===== src/rtl/branch_cond_resolver.sv =====
`default_nettype none
// ============================================================================
// Module      : branch_cond_resolver
// Description : Resolves SPARC Bicc branches in ID against the {N,Z,C,V}
//               condition codes. Produces a registered nPC redirect, a kill
//               for the annulled delay-slot instruction, a DCTI-in-slot error
//               pulse, and saturating branch/taken statistics.
//               Build option CC_BYPASS_EN: when defined, the flags being
//               written by the EX instruction are forwarded, so ID never
//               stalls. When undefined, a branch that meets an EX flag write
//               stalls one cycle (WAIT_CC) and resolves on the updated PSR.
// Revision    : 1.0 - initial release
// ============================================================================
module branch_cond_resolver #(
    parameter int ADDR_W = 32,
    parameter int CNT_W  = 16
) (
    input  logic              clk,
    input  logic              Clr,
    input  logic [3:0]        psr_flags,
    input  logic              ex_setcc,
    input  logic [3:0]        ex_flags,
    input  logic              id_valid,
    input  logic              id_branch,
    input  logic [3:0]        id_cond,
    input  logic              id_annul,
    input  logic [ADDR_W-1:0] id_target,
    output logic              stall,
    output logic              redirect_valid,
    output logic [ADDR_W-1:0] redirect_pc,
    output logic              slot_kill,
    output logic              dcti_err,
    output logic [CNT_W-1:0]  br_count,
    output logic [CNT_W-1:0]  taken_count
);

    localparam logic [1:0]       c_IDLE    = 2'd0;
    localparam logic [1:0]       c_SLOT    = 2'd1;
    localparam logic [1:0]       c_WAIT_CC = 2'd2;
    localparam logic [3:0]       c_COND_BA = 4'b1000;
    localparam logic [CNT_W-1:0] c_CNT_ONE = {{(CNT_W-1){1'b0}}, 1'b1};
    localparam logic [CNT_W-1:0] c_CNT_MAX = {CNT_W{1'b1}};

    logic [1:0]        r_state;
    logic [1:0]        w_state_nxt;
    logic              r_annul_pending;
    logic              r_redirect_valid;
    logic [ADDR_W-1:0] r_redirect_pc;
    logic              r_dcti_err;
    logic [CNT_W-1:0]  r_br_count;
    logic [CNT_W-1:0]  r_taken_count;

    logic [3:0]        w_flags;
    logic              w_stall;
    logic              w_cond_base;
    logic              w_taken;
    logic              w_accept;
    logic              w_slot_fill;
    logic              w_n;
    logic              w_z;
    logic              w_c;
    logic              w_v;

`ifdef CC_BYPASS_EN
    // Forward the flags EX is about to commit; the hazard never stalls
    assign w_flags = ex_setcc ? ex_flags : psr_flags;
    assign w_stall = 1'b0;
`else
    // Only committed flags are visible; a pending EX flag write forces a wait
    logic w_unused_ex_flags;
    assign w_unused_ex_flags = ^ex_flags;
    assign w_flags = psr_flags;
    assign w_stall = (r_state == c_IDLE) & id_valid & id_branch & ex_setcc;
`endif

    assign w_n = w_flags[3];
    assign w_z = w_flags[2];
    assign w_c = w_flags[1];
    assign w_v = w_flags[0];

    // Base condition from cond[2:0]; cond[3] selects the complementary test
    always_comb begin
        w_cond_base = 1'b0;
        case (id_cond[2:0])
            3'd0:    w_cond_base = 1'b0;
            3'd1:    w_cond_base = w_z;
            3'd2:    w_cond_base = w_z | (w_n ^ w_v);
            3'd3:    w_cond_base = w_n ^ w_v;
            3'd4:    w_cond_base = w_c | w_z;
            3'd5:    w_cond_base = w_c;
            3'd6:    w_cond_base = w_n;
            3'd7:    w_cond_base = w_v;
            default: w_cond_base = 1'b0;
        endcase
    end

    assign w_taken     = w_cond_base ^ id_cond[3];
    assign w_accept    = id_valid & id_branch & ~w_stall &
                         ((r_state == c_IDLE) | (r_state == c_WAIT_CC));
    assign w_slot_fill = (r_state == c_SLOT) & id_valid;

    // Next-state selection for the branch / delay-slot sequencer
    always_comb begin
        w_state_nxt = r_state;
        case (r_state)
            c_IDLE: begin
                if (w_stall) begin
                    w_state_nxt = c_WAIT_CC;
                end else if (w_accept) begin
                    w_state_nxt = c_SLOT;
                end
            end
            c_SLOT: begin
                if (id_valid) begin
                    w_state_nxt = c_IDLE;
                end
            end
            c_WAIT_CC: begin
                // The stalled branch normally resolves here; if ID no longer
                // holds a branch, fall back to IDLE rather than lock up
                if (w_accept) begin
                    w_state_nxt = c_SLOT;
                end else if (id_valid) begin
                    w_state_nxt = c_IDLE;
                end
            end
            default: w_state_nxt = c_IDLE;
        endcase
    end

    // State register and delay-slot annul tracking
    always_ff @(posedge clk) begin
        if (Clr) begin
            r_state         <= c_IDLE;
            r_annul_pending <= 1'b0;
        end else begin
            r_state <= w_state_nxt;
            if (w_accept) begin
                // BA,a annuls its slot even though taken; others only when untaken
                r_annul_pending <= id_annul & (~w_taken | (id_cond == c_COND_BA));
            end else if (w_slot_fill) begin
                r_annul_pending <= 1'b0;
            end
        end
    end

    // Registered redirect pulse and target, plus DCTI-in-slot error pulse
    always_ff @(posedge clk) begin
        if (Clr) begin
            r_redirect_valid <= 1'b0;
            r_redirect_pc    <= '0;
            r_dcti_err       <= 1'b0;
        end else begin
            r_redirect_valid <= w_accept & w_taken;
            if (w_accept & w_taken) begin
                r_redirect_pc <= id_target;
            end
            r_dcti_err <= w_slot_fill & id_branch;
        end
    end

    // Saturating statistics counters
    always_ff @(posedge clk) begin
        if (Clr) begin
            r_br_count    <= '0;
            r_taken_count <= '0;
        end else if (w_accept) begin
            if (r_br_count != c_CNT_MAX) begin
                r_br_count <= r_br_count + c_CNT_ONE;
            end
            if (w_taken && (r_taken_count != c_CNT_MAX)) begin
                r_taken_count <= r_taken_count + c_CNT_ONE;
            end
        end
    end

    assign stall          = w_stall;
    assign slot_kill      = w_slot_fill & r_annul_pending;
    assign redirect_valid = r_redirect_valid;
    assign redirect_pc    = r_redirect_pc;
    assign dcti_err       = r_dcti_err;
    assign br_count       = r_br_count;
    assign taken_count    = r_taken_count;

endmodule
`default_nettype wire

===== config.mk =====
export PLATFORM = sky130hd
export DESIGN_NAME = branch_cond_resolver
export DESIGN_NICKNAME = d
export VERILOG_FILES = /design/src/rtl/branch_cond_resolver.sv
export SDC_FILE = /design/constraint.sdc
export NUM_CORES = 1
export LEC_CHECK = 0
export CAP_MARGIN = 40
export CORE_UTILIZATION = 43
export CTS_CLUSTER_DIAMETER = 40
export CTS_CLUSTER_SIZE = 20
export DETAILED_ROUTE_END_ITERATION = 6
export GPL_TIMING_DRIVEN = 0
export PLACE_DENSITY_LB_ADDON = 0.12
export SLEW_MARGIN = 5
export SYNTH_ARGS = -nofsm -noshare
export SYNTH_HDL_FRONTEND = slang
export SYNTH_SLANG_ARGS = --single-unit

===== constraint.sdc =====
create_clock -name clk -period 2.9 [get_ports clk]
set_clock_uncertainty 0.15 [all_clocks]
set_input_delay 0.29 -clock clk [delete_from_list [all_inputs] [get_ports clk]]
set_output_delay 0.29 -clock clk [all_outputs]
set_load 0.02 [all_outputs]

### After elaboration in Yosys (flattened, before gate mapping)

Cells that the tools add are included.

| word-level totals | value |
|---|---|
| bits in registers | 69 |
| logic and storage cells | 55 |

| cells by class | value |
|---|---|
| reductions and logical operators | 6 |
| bitwise operators | 19 |
| mux-type cells | 8 |
| equality and inequality tests | 13 |
| add/subtract/negate cells | 2 |

Operator list:

| kind | number |
|---|---|
| $add 16x1->16 const B | 2 |
| $ne 16x16->1 const B | 2 |
| $eq 3x3->1 const B | 4 |
| $and 1x1->1 | 11 |
| $mux 2 | 4 |
| $pmux 1 s8 | 1 |
| $eq 3x2->1 const B | 2 |
| $pmux 2 s3 | 1 |
| $eq 4x4->1 const B | 1 |
| $or 1x1->1 | 4 |
| $reduce_and 2->1 | 2 |
| $eq 3x1->1 const B | 1 |
| $logic_not 3->1 | 1 |
| $ne 3x3->1 const B | 1 |
| $eq 2x1->1 const B | 1 |
| $eq 2x2->1 const B | 1 |
| $logic_not 2->1 | 1 |
| $mux 1 | 2 |
| $not 1->1 | 2 |
| $reduce_bool 2->1 | 1 |
| $xor 1x1->1 | 2 |
| $logic_and 1x1->1 | 1 |

### Depth between registers and ports, before layout

| depth | value |
|---|---|
| depth after elaboration | 10 |
| mapped depth | 8 |
| mapped depth without buffers | 7 |

### Worst setup path after synthesis

OpenSTA, ideal clock, no wires.

| timing | value |
|---|---|
| kind | reg-to-reg |
| start | register r_br_count[0], in the netlist br_count[0] |
| end | register r_br_count[15], in the netlist br_count[15] |
| data required time | 2.622 ns |
| arrival time | 1.806 ns |
| buffers on the path | 0 |
| path slack | 0.816 ns |
| cell stages (with the launch flop) | 7 |
| cell sequence | dfxtp_1 -> ha_1 -> inv_1 -> o311ai_0 -> nor4_1 -> xnor2_1 -> nor2_1 |

| on the way | value |
|---|---|
| word-level cells in the longest chain between the ends | 2 |

RTL lines:

| item | line | text |
|---|---|---|
| from (decl) | 50 | `logic [CNT_W-1:0] r_br_count;` |
| from (signal assigned) | 169 | `r_br_count <= r_br_count + c_CNT_ONE;` |
| parallel branches: the longest is 2 deep, another holds $add 16x1->16 | n/a |  |

Several ways; the timed one is not identified.
A chain may end at the register's enable or synchronous reset.

### Worst setup path after layout

| timing | value |
|---|---|
| start | input id_valid |
| end | register r_taken_count[5], in the netlist taken_count[5] |

| on the way | value |
|---|---|
| word-level cells in the longest chain between the ends | 7 |

RTL lines:

| item | line | text |
|---|---|---|
| from (decl) | 23 | `input logic id_valid,` |
| $and 1x1->1 (3 in a row) | 73 | `assign w_stall = (r_state == c_IDLE) & id_valid & id_branch & ex_setcc;` |
| $not 1->1 | 98 | `assign w_accept = id_valid & id_branch & ~w_stall &` |
| $and 1x1->1 * (2 in a row) | 98 |  |
| $reduce_and 2->1 (no line) * | n/a |  |
| to (signal assigned) | 172 | `r_taken_count <= r_taken_count + c_CNT_ONE;` |
| to (decl) | 51 | `logic [CNT_W-1:0] r_taken_count;` |

Mark *: on every way between the ends. The rest lies on a longest branch, timed or not.

==> impl_metrics.json <==
{
  "async_reset_ff_share_pct": 0,
  "final_layout_size_suffix_gt1_share_pct": 7.13,
  "n_antenna_cell": 0,
  "clk_latency_ns": 0.33,
  "synth.avg_cell_area_um2": 8.07,
  "worstMarginPinSlew_ns": 0.607,
  "arrival_ns": 2.54,
  "p_leak_nw": 1.47,
  "dp_slack_ns": 0.130,
  "cts_tree": "done",
  "grt_first_pass_wirelength_um": 12400,
  "synth-seq-cells": 69,
  "crit_fanout": 10,
  "max-cap-violations": 0,
  "ys_warn_count": 0,
  "ios": 118,
  "cts_setup_buffers": 0,
  "first_pass_iters": 7,
  "core_um2": 6460,
  "setup_violations": 0,
  "period_minus_slack_ns": 2.45,
  "track_usage_pct": 22.0,
  "cp.required_ns": 2.98,
  "ys_seq_area_share_pct": 47.3,
  "ir_worst_vdd_v": 0.000278,
  "synth_ff_type": "dfxtp_1",
  "fin_setup_tns_ns": 0,
  "critPathKind": "primary input to register",
  "die_x_um": 84.4,
  "hold_path.class": "primary input to register",
  "syn_area_um2": 2920,
  "grt_pass1_vias": 2797,
  "fp.dieH_um": 84.4,
  "yosys.cell_types.count": 37,
  "routedWlPerCell_um": 13.4,
  "synthesis.nets": 414,
  "via_per_inst": 5.19,
  "power.density_nw_per_um2": 469,
  "dr.first_iter.drc_count": 150,
  "port_buffers": 112,
  "nNetsFinal": 538,
  "layout_commonest_cell": "clkdlybuf4s50_1",
  "power.total_mw": 2.05,
  "cts_hold_buffers": 0,
  "dp_cells": 552,
  "cts-resized-gates": 0,
  "start_util_pct": 45.2,
  "stdcell_count": 568,
  "gr-total-overflow": 0,
  "root_buffer": "clkbuf_8",
  "final_cell_mix": "112 x clkdlybuf4s50_1, 80 x nand2_1, 69 x dfxtp_1",
  "std_cell_rows": 29,
  "place.gp.congestion": 0.768,
  "worst_slack_ns": 0.446,
  "crit_path_end_kind": "register",
  "syn2layout_area_growth_pct": 49.5,
  "setup.worst_path.start_class": "primary input",
  "status": "finished with violations",
  "clock_path_buffers": 2,
  "syn_inst": 362,
  "num_vias": 2950,
  "grt_max_degree": 13,
  "drc": 11,
  "drv_slew": 0,
  "fp.dieArea_um2": 7130,
  "clk_pin_slew_ns": 0.07,
  "cts.sinks": 69,
  "grt_setup_unrepaired": "false",
  "fin_crit_sh_pct": 84.6,
  "cts_made_buffers": 9,
  "hold_viol": 0,
  "slew_headroom_pct": 59.0,
  "dp_hpwl_um": 5520,
  "fmax_ghz": 0.407,
  "htreeDepth": 3,
  "synth_edf_count": 0,
  "hold_ws_ns": 0.291,
  "violations": "DRC",
  "drt.antenna.violating_nets": 0,
  "routed_wl_um": 7640,
  "antenna_found_initial": 0
}
flip-flops by register name (all words and copies together) (netlist names):
name / count
r_annul_pending: 1
redirect_valid: 1
r_state: 2
taken_count: 16
br_count: 16
dcti_err: 1
redirect_pc: 32
Yosys cell counts (3+ instances only):
cell type / instances / area share, %
nor2b_1: 7 / 1.5
xnor2_1: 6 / 1.8
nand2_1: 80 / 10
inv_1: 6 / 0.77
clkbuf_1: 9 / 1.2
buf_2: 10 / 1.7
and3_1: 6 / 1.3
nor2_1: 24 / 3.1
mux2i_1: 3 / 1.0
nand4_1: 11 / 2.4
nor4_1: 3 / 0.64
nand3b_1: 3 / 0.77
or3_1: 11 / 2.4
a21oi_1: 49 / 8.4
mux2_2: 5 / 1.9
xor2_1: 5 / 1.5
nor3_1: 7 / 1.2
o21ai_0: 14 / 2.4
nand3_1: 10 / 1.7
dfxtp_1: 69 / 47
critical path: stages:
cell,delay [ns]
clkdlybuf4s50_1,0.60
nand3b_2,0.14
or2_2,0.34
nor2_2,0.10
mux2i_1,0.08
buf_2,0.20
nor4b_1,0.41
mux2_2,0.38
power breakdown:
group          leakage (nW)  internal [mW]  switching, mW  total, mW
Sequential            0.557          0.963         0.0102      0.974
Clock                 0.112          0.506          0.368      0.874
Combinational         0.796          0.106         0.0957      0.202
Total                  1.47           1.58          0.474       2.05
layout make-up:
cell class	count	area, um^2
timing repair buffer	113	1120
inverter	6	22.5
multi-input combinational	268	1430
buffer	19	83.8
fill	555	2090
tap	77	96.3
sequential	69	1380
clock buffer	10	138
clock inverter	6	86.3
metal layers:
| layer | global-route usage (%) | vias to the layer above | share of wire [%] |
|---|---|---|---|
| li1 | - | 1500 | - |
| met1 | 25.6 | 1356 | 44 |
| met2 | 37.3 | 88 | 48 |
| met3 | 7.28 | 6 | 7.4 |
| met4 | 9.55 | 0 | 0.97 |
| met5 | 0 | - | 0 |
cells by family (layout without fill, tap and decap cells):
group	after synthesis	in the layout	synth area share [%]
xor+xnor	11	11	3.30
mux	8	8	2.96
simple gates	173	173	28.0
compound gates	74	74	14.0
fa+ha+maj	2	2	0.857
buf+inv	25	154	3.64
flops	69	69	47.3
through the flow:
stage          utilization (%)  area [um^2]
2_1_floorplan                -         2920
3_3_place_gp              64.1         4140
3_5_place_dp              64.1         4140
4_1_cts                   67.6         4370
5_1_grt                   67.6         4370
6_report                  67.6         4370
final timing paths:
| check | slack (ns) | to | startpoint | cells past startpoint |
|---|---|---|---|---|
| worst min-delay path | 0.29 | taken_count[5] | Clr | 3 |
| worst max register to register | 0.56 | br_count[15] | br_count[2] | 7 |
| worst max-delay path | 0.45 | taken_count[5] | id_valid | 8 |
| worst min register to register | 0.31 | redirect_pc[12] | redirect_pc[12] | 2 |
No activity file was read; power rests on OpenSTA's default activity.
==> RTL change 1 (same flow settings) <==
Set the parameter `ADDR_W` to 16 (it was 32).
--- a/src/rtl/branch_cond_resolver.sv
+++ b/src/rtl/branch_cond_resolver.sv
@@ -13,5 +13,5 @@
 // ============================================================================
 module branch_cond_resolver #(
-    parameter int ADDR_W = 32,
+    parameter int ADDR_W = 16,
     parameter int CNT_W  = 16
 ) (
Ports: changed (resized id_target and redirect_pc); port bits go from 118 to 86. No check against the original RTL was run, so the function may have changed too.
==> RTL change 1 against the unedited design <==
Final area is 21% lower; combinational power is 27% lower; routed wire length is 29% lower; synthesized area is 16% lower; critical path depth is 1 higher; power is 37% lower; global-route usage is 3.0 points lower; setup slack better by 0.0027 ns; sequential cell count is 16 lower.
==> RTL change 1: results (changes against the unedited design) <==
Power and ir drop
  – Peak VDD IR: 320 µV (+15%)
  – Leakage power: 1.30 nW (-11%)

Yosys
  – Mapped Cells: 269 (-26%)
  – Syn Nets: 305 (-26%)
  – Mux share of post-synthesis cell area: 0.0974 (+0.0678)
  – Top post-synthesis cells by count: 53 x dfxtp_1, 43 x nor2_1, 19 x mux2i_1
  – Mean Syn Cell Area: 9.07 µm² (+12%)
  – Yosys cell types: 46 (+24%)

STA
  – WHS: 0.311 ns (+0.0203 ns)

GRT
  – GRT met3 Usage: 0.0459 (-0.0269)
  – Gr usage total: 0.190 (-0.0301)
  – Met1 usage: 0.242 (-0.0136)

Route
  – Post-Route WL: 5450 µm (-29%)
  – First-pass detailed-route iteration total: 4 (-3)
  – Via density: 5.15 (-0.82%)
  – Met2 Wirelength: 2470 µm (-33%)
  – M1 wire length: 2690 µm (-19%)
  – DR iter-0 viols: 72 (-52%)

Finish
  – Multi-In Gates: 204 (-24%)
  – Area of the multi-input gates: 1290 µm² (-9.8%)
  – Non-clk invs: 2 (-4)
  – Post-Layout Cell Count: 430 (-24%)
  – Final Net Count: 393 (-27%)
  – Fill count: 519 (-6.5%)
  – Repair and plain buffers: 91 (-31%)

Min path
  – Min-Delay Path Class: flop to flop

Placement
  – Detailed Place HPWL: 3940 µm (-29%)
  – Pre-CTS setup slack: 0.130 ns (-0.000173 ns)
  – Placed Cells: 422 (-24%)
  – IO Port Bufs: 81 (-28%)
  – Placed cell areas: 3340 µm² (-19%)
  – Routability congestion estimate: 0.837 (+9.0%)

Status
  – Outcome: finished clean

Critical path
  – CP Data Arrival Time: 2.48 ns (-0.06 ns)
  – Reg2reg setup slack: 0.68 ns (+0.12 ns)
  – Delay-heaviest family, CP: buffers and inverters

CTS
  – Worst skew pair latency: 0.30 ns (-0.03 ns)
-- RTL change 1: cell count changes in the layout (fill, tap and decap cells not counted), moves of 5 or more --
cell,unedited run,this run
a21oi_1,49,15
mux2i_1,3,19
clkbuf_8,10,5
xor2_1,5,11
o21ai_0,14,5
nand2_1,80,15
dfxtp_1,69,53
nor2_1,24,43
clkdlybuf4s50_1,112,81
buf_2,10,0
nand3_1,10,15
-- RTL change 1: path summary, 6_finish.rpt --
path	to	startpoint	cells past startpoint
max	redirect_pc[6]$_SDFFE_PP0P_	id_cond[0]	9
min	r_state[1]$_SDFFE_PP0P_	r_state[0]$_SDFFE_PP0P_	1
max reg2reg	taken_count[10]$_SDFFE_PP0P_	r_state[0]$_SDFFE_PP0P_	6
min reg2reg	r_state[1]$_SDFFE_PP0P_	r_state[0]$_SDFFE_PP0P_	1
==> RTL change 2 (same settings) <==
Without the edit above. Register the input `id_target` before use. The logic sees it one clock later. The other inputs are not delayed to match.
--- a/src/rtl/branch_cond_resolver.sv
+++ b/src/rtl/branch_cond_resolver.sv
@@ -41,4 +41,10 @@
     localparam logic [CNT_W-1:0] c_CNT_ONE = {{(CNT_W-1){1'b0}}, 1'b1};
     localparam logic [CNT_W-1:0] c_CNT_MAX = {CNT_W{1'b1}};
+
+    logic [ADDR_W-1:0] id_target_q;
+
+    always_ff @(posedge clk) begin
+        id_target_q <= id_target;
+    end
 
     logic [1:0]        r_state;
@@ -154,5 +160,5 @@
             r_redirect_valid <= w_accept & w_taken;
             if (w_accept & w_taken) begin
-                r_redirect_pc <= id_target;
+                r_redirect_pc <= id_target_q;
             end
             r_dcti_err <= w_slot_fill & id_branch;
Formal check against the unedited RTL: not equivalent (Yosys sat finds a counterexample within 4 cycles, from zero or initial values).
==> RTL change 2 against the unedited design <==
First-iteration DRC count fell by 23%; routed wire length rose by 10%; clock power fell by 7.7%; global-route usage fell by 3.5 points; final area rose by 21%; setup slack got worse by 0.093 ns; die area rose by 32%; sequential cell count rose by 32; power rose by 21%; synthesized area rose by 33%; largest cell class is now registers; largest power group unchanged; highest routed layer unchanged.
==> RTL change 2: results (changes against the unedited design) <==
Yosys
  – Post-Synth XOR/XNOR Area: 0.0317 (-0.00132)
  – Yosys cell types: 39 (+5.4%)
  – Mapped Cells: 398 (+9.9%)
  – Top post-synthesis cells by count: 101 x dfxtp_1, 53 x nand2_1, 38 x a21oi_2
  – Complex-gate fraction of the synthesized area: 0.147 (+0.00706)
  – Mux share of post-synthesis cell area: 0.0226 (-0.00694)
  – Syn Nets: 450 (+8.7%)
  – Synth Warn #: 0 (unchanged)
  – Fraction of registers with async set/reset: 0 (unchanged)
  – Ys flop type: dfxtp_1
  – Largest cells by area after synthesis: dfxtp_1 52%, a21oi_2 8.6%, nand2_1 5.1%
  – Post-synthesis sequential area ratio: 0.522 (+0.0493)
  – Adder-cell area share of the yosys netlist: 0.00646 (-0.00210)

Status
  – Outcome: finished clean

Route
  – Via density: 5.05 (-2.8%)
  – First-pass detailed-route iteration total: 4 (-3)
  – DR iter-0 viols: 116 (-23%)
  – WL/cell: 13.3 µm (-1.4%)

Min path
  – Hold_sp: id_target[25]
  – Min-Delay Path Class: input port to flop

Placement
  – Detailed Place HPWL: 6120 µm (+11%)
  – Routability congestion estimate: 0.772 (+0.52%)
  – Placed Cells: 618 (+12%)
  – Pre-CTS setup slack: -0.0143 ns (-0.144 ns)
  – IO Port Bufs: 112 (unchanged)

Finish
  – Inserted Diodes: 0 (unchanged)
  – Share of layout cells above drive strength 1: 0.181 (+0.109)
  – Post-Layout Cell Count: 634 (+12%)
  – Final Net Count: 573 (+6.5%)

GRT
  – Global-route wire length before repair: 14,400 µm (+16%)
  – Largest net degree at the start of global routing: 18 (+5)
  – Vias in the first global route: 3,053 (+9.2%)
  – Antenna violations before repair: 0 (unchanged)
  – Gr usage total: 0.186 (-0.0345)

CTS
  – CTS H-Tree Depth: 3 (unchanged)
  – CTS max path bufs: 2 (unchanged)
  – Post-CTS Resized: 0 (unchanged)
  – Worst skew pair latency: 0.35 ns (+0.02 ns)
  – Clk slew on worst S/H paths: 0.10 ns (+0.03 ns)
  – Clk root buf: clkbuf_8
  – CTS Buf Count: 9 (unchanged)
  – # Post-CTS Setup Buffers: 0 (unchanged)

Critical path
  – Worst path max stage delay: 0.54 ns (-0.06 ns)
  – Delay-heaviest family, CP: multiplexers
  – Worst Setup SP: psr_flags[2]
  – CP Data Arrival Time: 2.68 ns (+0.14 ns)
  – Reg2reg setup slack: 0.68 ns (+0.12 ns)
  – Crit path max-delay cell type: mux4_2
  – Largest fanout on the critical path: 10 (unchanged)
  – R2r startpoint: taken_count[0]$_SDFFE_PP0P_

Power and ir drop
  – Leakage power: 1.71 nW (+17%)
  – Peak VDD IR: 256 µV (-7.6%)

STA
  – Slew margin rel.: 0.434 (-0.155)
  – Crit path time final: 2.55 ns (+0.0926 ns)
==> RTL change 2: cell families after synthesis <==
kind of cell | Yosys count
buffers and inverters | 23
adder cells (fa/ha/maj) | 2
AO/OA/AOI/OAI | 75
XOR/XNOR | 14
multiplexers | 6
flip-flops | 101
AND/OR/NAND/NOR | 177
==> RTL change 2: layout make-up <==
cell class | instances | area [µm²]
tap | 108 | 135
timing repair buffer | 112 | 1120
fill | 765 | 3420
inverter | 5 | 18.8
clock inverter | 6 | 46.3
buffer | 18 | 139
sequential | 101 | 2020
multi-input combinational | 274 | 1690
clock buffer | 10 | 128
==> RTL change 2: power breakdown <==
group          switching [mW]  total, mW  internal, mW  leakage [nW]
clock network           0.486      0.807         0.321        0.0837
logic                   0.115      0.236         0.121         0.802
registers              0.0176       1.44          1.43         0.827
==> RTL change 2: metal layers <==
layer	routed length, µm	vias to the layer above	global-route usage	share of wire
met1	4010	1477	0.243	0.48
li1	-	1616	-	-
met2	3700	102	0.289	0.44
met5	0	-	0	0
met3	611	7	0.0650	0.073
met4	79	0	0.0551	0.0094
==> RTL change 2: worst paths after layout <==
check | end | cells past startpoint
worst max register to register | taken_count[5]$_SDFFE_PP0P_ | 7
worst min register to register | redirect_pc[8]$_SDFFE_PP0P_ | 2
worst max-delay path | redirect_pc[7]$_SDFFE_PP0P_ | 8
worst min-delay path | id_target_q[25]$_DFF_P_ | 1
==> RTL change 2: per-stage QoR <==
| stage | utilization | instance area, µm² | hold WS (ns) |
|---|---|---|---|
| 4_1_cts | 0.608 | 5300 | 0.193 |
| 3_5_place_dp | 0.588 | 5130 | 0.284 |
| 3_3_place_gp | 0.588 | 5130 | 0.278 |
| 5_1_grt | 0.608 | 5300 | 0.188 |
| 2_1_floorplan | - | 3870 | 0.168 |
| 6_report | 0.608 | 5300 | 0.220 |
